**src/rtl/mult4_rr_sequencer.sv**
```systemverilog
// Round-robin front-end that time-shares one external 4x4 unsigned multiplier
// between NREQ requesters and returns each product with its owner's ID.
module mult4_rr_sequencer #(
  parameter int NREQ = 4,
  parameter int IDW  = 2
) (
  input  logic              clk,
  input  logic              rst,
  input  logic [NREQ-1:0]   req_valid,
  output logic [NREQ-1:0]   req_ready,
  input  logic [4*NREQ-1:0] req_x,
  input  logic [4*NREQ-1:0] req_y,
  output logic [3:0]        mul_x,
  output logic [3:0]        mul_y,
  input  logic [7:0]        mul_p,
  output logic              rsp_valid,
  input  logic              rsp_ready,
  output logic [IDW-1:0]    rsp_id,
  output logic [7:0]        rsp_p
);

  typedef enum logic [1:0] {IDLE, MUL, RSP} state_t;

  state_t         state, state_nxt;
  logic [IDW-1:0] ptr;
  logic [IDW-1:0] grant;
  logic [IDW-1:0] grant_inc;
  logic [IDW-1:0] id_p1;
  logic [NREQ-1:0] rot;
  logic           found;
  logic           accept;
  logic [3:0]     sel_x, sel_y;

  function automatic logic [IDW-1:0] wrap_idx(input int s);
    return (s >= NREQ) ? IDW'(s - NREQ) : IDW'(s);
  endfunction

  // Rotate so bit 0 is the requester at ptr; the lowest set bit wins.
  always_comb begin
    rot   = NREQ'({req_valid, req_valid} >> ptr);
    found = 1'b0;
    grant = '0;
    for (int k = NREQ - 1; k >= 0; k--) begin
      if (rot[k]) begin
        found = 1'b1;
        grant = wrap_idx(int'(ptr) + k);
      end
    end
  end

  assign grant_inc = (int'(grant) == NREQ - 1) ? '0 : grant + 1'b1;
  assign accept    = (state == IDLE) && found;
  assign req_ready = accept ? (NREQ'(1) << grant) : '0;
  assign sel_x     = 4'(req_x >> {grant, 2'b00});
  assign sel_y     = 4'(req_y >> {grant, 2'b00});
  assign rsp_valid = (state == RSP);

  always_ff @(posedge clk) begin
    if (rst) state <= IDLE;
    else     state <= state_nxt;
  end

  always_comb begin
    state_nxt = state;
    case (state)
      IDLE:    if (found)     state_nxt = MUL;
      MUL:                    state_nxt = RSP;
      RSP:     if (rsp_ready) state_nxt = IDLE;
      default:                state_nxt = IDLE;
    endcase
  end

  // Stage 1: latch the winner's operands; they drive the multiplier during MUL.
  always_ff @(posedge clk) begin
    if (rst) begin
      ptr   <= '0;
      mul_x <= '0;
      mul_y <= '0;
      id_p1 <= '0;
    end else if (accept) begin
      ptr   <= grant_inc;
      mul_x <= sel_x;
      mul_y <= sel_y;
      id_p1 <= grant;
    end
  end

  // Stage 2: capture the product at the end of MUL and hold it through RSP.
  always_ff @(posedge clk) begin
    if (rst) begin
      rsp_p  <= '0;
      rsp_id <= '0;
    end else if (state == MUL) begin
      rsp_p  <= mul_p;
      rsp_id <= id_p1;
    end
  end

endmodule

```
**config.mk**
```make
export PLATFORM = sky130hd
export DESIGN_NAME = mult4_rr_sequencer
export DESIGN_NICKNAME = d
export VERILOG_FILES = /design/src/rtl/mult4_rr_sequencer.sv
export SDC_FILE = /design/constraint.sdc
export NUM_CORES = 1
export LEC_CHECK = 0
export CORE_MARGIN = 5
export CORE_UTILIZATION = 35
export CTS_BUF_LIST = sky130_fd_sc_hd__clkbuf_4
export CTS_CLUSTER_DIAMETER = 30
export CTS_CLUSTER_SIZE = 30
export DETAILED_ROUTE_END_ITERATION = 6
export HOLD_SLACK_MARGIN = 0.02
export PLACE_DENSITY = 0.87
export SLEW_MARGIN = 20
export SYNTH_ARGS = -nofsm -noshare
export SYNTH_HDL_FRONTEND = slang
export SYNTH_SLANG_ARGS = --single-unit
```
**constraint.sdc**
```tcl
create_clock -name clk -period 1.8 [get_ports clk]
set_clock_uncertainty 0.05 [all_clocks]
set_input_delay 0.36 -clock clk [delete_from_list [all_inputs] [get_ports clk]]
set_output_delay 0.36 -clock clk [all_outputs]
set_load 0.02 [all_outputs]
```
==> run summary <==
vias - 1247
flop2flop setup slack - 0.10 ns
Clk pin slew, worst setup/hold paths - 0.13 ns
period utilization - 115%
GRT Util Overall - 16.5%
Final min period - 2.07 ns
die footprint - 4750 sq um
TritonCTS Sinks - 24
Final Hold Fails - 0
WL/cell - 13.7 um
CP Capture Point - req_ready[3]
maximum clock path buffer count - 2
die width - 68.9 um
Required @ worst endpoint - 1.39 ns
filler cell count - 320
IO Count - 70
WL met2 - 1910 um
initial core utilization - 36.2%
DIE HEIGHT - 68.9 um
Yosys reg bits - 24
Final Wtd Congestion - 0.723
Hold Crit Class - reg -> reg
Worst Path Arrival - 1.66 ns
initial antenna violation count - 0
critical path fanouts, max - 5
Worst Setup SP - req_valid[2]
fraction of layout cells with a size suffix above 1 - 22.9%
CP max stage delay - 0.30 ns
RR Endpoint - mul_x[3]
First-pass DRT Iterations - 4
Final Setup Violations - 4
Avg Inst Size Synth - 9.14 sq um
f_max - 483 MHz
Synth-to-Final Area Change - 80.1%
VDD IR-drop max - 0.374 mV
met3 wire length - 220 um
synthesized cell area - 1220 sq um
register area share after synthesis - 39.5%
Max Cap Viol - 0
grt total ovfl - 0
R2R depth - 7
outcome - finished, violations left
H-tree level count - 1
Mapped Cells - 133
Slew headroom - 73.3%
pin count of the biggest net entering global routing - 17
CP max stage cell - dlygate4sd2_1
worst reg2reg path startpoint - ptr[1]
clock buffer count from CTS - 3
CTS Hold Bufs - 0
Cell Pwr Density - 816 nW/um^2
n_diodes - 0
DR iter-0 viols - 39
Worst Hold Margin - 0.410 ns
vias in the first global route - 1290
leakage dissipation - 0.852 nW
Critical Path Stages - 7
CTS tree - built
Slew Limit Fails - 0
met1 WL - 1460 um
CP bufs+invs - 3
Synth cell types - 26
setup slack after layout - -0.269 ns
Design Power - 1.79 mW
nets@finish - 267
WS Path Type - in -> out
highest metal used - met4
remaining antenna violation count - 0
critical path cell sequence - dlygate4sd2_1 -> nor3b_1 -> buf_4 -> nor3_4 -> ha_2 -> and2_4 -> buf_6
# rows - 21
global-route wire length before repair - 5830 um
IO buf count - 69
Yosys warning count - 0
family with the most delay on the worst path - buffers and inverters
DRC violations left - 0
crit path launch type - input pin
failing checks - setup timing
drt total wl - 3620 um
root buffer cell - clkbuf_4
Synth Net Count - 181
Critical Path End Type - output pin
vias per cell - 4.72
DP Wirelength - 2770 um
worst-skew pair later-pin latency - 0.31 ns
core area - 3360 sq um
worst slew pin tran - 0.400 ns
unrepaired setup endpoints after global routing - true
==> power by group <==
| part | leakage [nW] | internal (mW) | switching [mW] |
|---|---|---|---|
| clock | 0.0279 | 0.225 | 0.162 |
| sequential | 0.198 | 0.600 | 0.0373 |
| combinational | 0.626 | 0.415 | 0.349 |
==> layout make-up <==
| type | instances | area, sq um | share of cell area (%) |
|---|---|---|---|
| Timing Repair Buffer | 90 | 852 | 38.9 |
| Tap cell | 46 | 57.6 | 2.63 |
| Clock buffer | 3 | 22.5 | 1.03 |
| Clock inverter | 1 | 30.0 | 1.37 |
| Sequential cell | 24 | 484 | 22.1 |
| Multi-Input combinational cell | 99 | 741 | 33.8 |
| Inverter | 1 | 3.75 | 0.171 |
==> layer usage <==
metal / track usage, % / vias up
met2: 29.4 / 29
met5: 0 / -
met4: 4.87 / 0
li1: - / 642
met1: 19.1 / 572
met3: 4.38 / 4
==> synth_stat cells <==
master	count	share of area (%)
dfxtp_1	24	40
inv_1	1	0.31
nand2_1	27	8.3
ha_1	1	1.0
mux2i_1	17	14
nand3b_1	9	5.6
o221ai_2	3	3.7
a2bb2oi_2	1	1.2
buf_6	2	1.9
nor4_1	1	0.51
a211oi_1	1	0.62
nor3_1	2	0.82
a21oi_1	17	7.0
buf_4	1	0.62
nand2_2	1	0.51
nor2b_1	2	1.0
nor3b_1	2	1.2
buf_2	2	0.82
clkbuf_1	4	1.2
and2_1	1	0.51
nand2b_1	3	1.5
nor3_4	1	1.3
nor2_1	3	0.93
o221ai_1	5	3.6
nor2_8	1	1.6
or3_1	1	0.51
==> per-stage QoR <==
stage	cells	setup slack, ns	utilization, %	area [sq um]	TNS [ns]
2_1_floorplan	133	0.0161	-	1230	0
3_3_place_gp	258	-0.847	61.7	2070	-7.04
3_5_place_dp	258	-0.859	61.7	2070	-8.08
4_1_cts	264	-0.299	64.7	2170	-1.01
5_1_grt	264	-0.353	65.1	2190	-1.31
6_report	264	-0.269	65.1	2190	-0.902
==> flip-flops by register name, summed over array words and instances, names as in the netlist <==
register / cells
id_p1: 2
ptr: 2
rsp_id: 2
mul_y: 4
mul_x: 4
state: 2
rsp_p: 8
==> cell usage in the layout (no fill, tap or decap) <==
cell,instances
inv_1,1
mux2i_2,1
clkbuf_4,3
dfxtp_4,1
nor2_8,1
buf_4,21
o221ai_1,5
nor3b_2,1
a2bb2oi_4,1
dlygate4sd2_1,4
nor2_1,2
nand2_1,26
nand2_4,1
dfxtp_1,23
nor3_2,2
nor3b_1,1
or3_4,1
nand3b_1,9
a21oi_1,15
nor4_2,1
ha_2,1
mux2i_1,16
nand2_2,1
clkbuf_2,1
buf_6,3
nand2b_1,3
buf_12,1
nor2_2,1
nor3_4,1
and2_4,1
o221ai_2,3
a211oi_1,1
clkdlybuf4s50_1,60
nor2b_1,2
a21oi_2,2
bufinv_16,1
==> worst min path at each step <==
stage,to,cells past startpoint,slack [ns],from
finish,rsp_id[0],2,0.41,id_p1[0]
global route,rsp_id[1],2,0.44,rsp_id[1]
CTS,rsp_id[0],2,0.41,id_p1[0]
detailed placement,rsp_id[0],2,0.40,id_p1[0]
global placement,rsp_p[4],2,0.39,rsp_p[4]
floorplan,rsp_id[0],2,0.38,id_p1[0]
==> kinds of logic after synthesis <==
group,after synthesis,share of synthesized area (%)
flip-flops,24,39.5
AND/OR/NAND/NOR,54,24.5
AO/OA/AOI/OAI,27,16.2
adder cells (fa/ha/maj),1,1.03
buffers and inverters,10,4.83
multiplexers,17,14.0
==> worst register-to-register path, delay by kind of cell (launching register included) <==
kind	cells	cell delay, ns
buffers and inverters	2	0.41
flip-flops	1	0.38
AO/OA/AOI/OAI	2	0.34
multiplexers	1	0.25
AND/OR/NAND/NOR	2	0.18
==> timing repair <==
action | in CTS | in global routing
gates resized for setup | 36 | 8
gates cloned | 0 | 0
buffers inserted | 2 | 0
hold endpoints to repair | 0 | 0
endpoints found under the setup margin | 13 | 11
pin swaps | 5 | 3
Power figures use the tool's default switching activity.
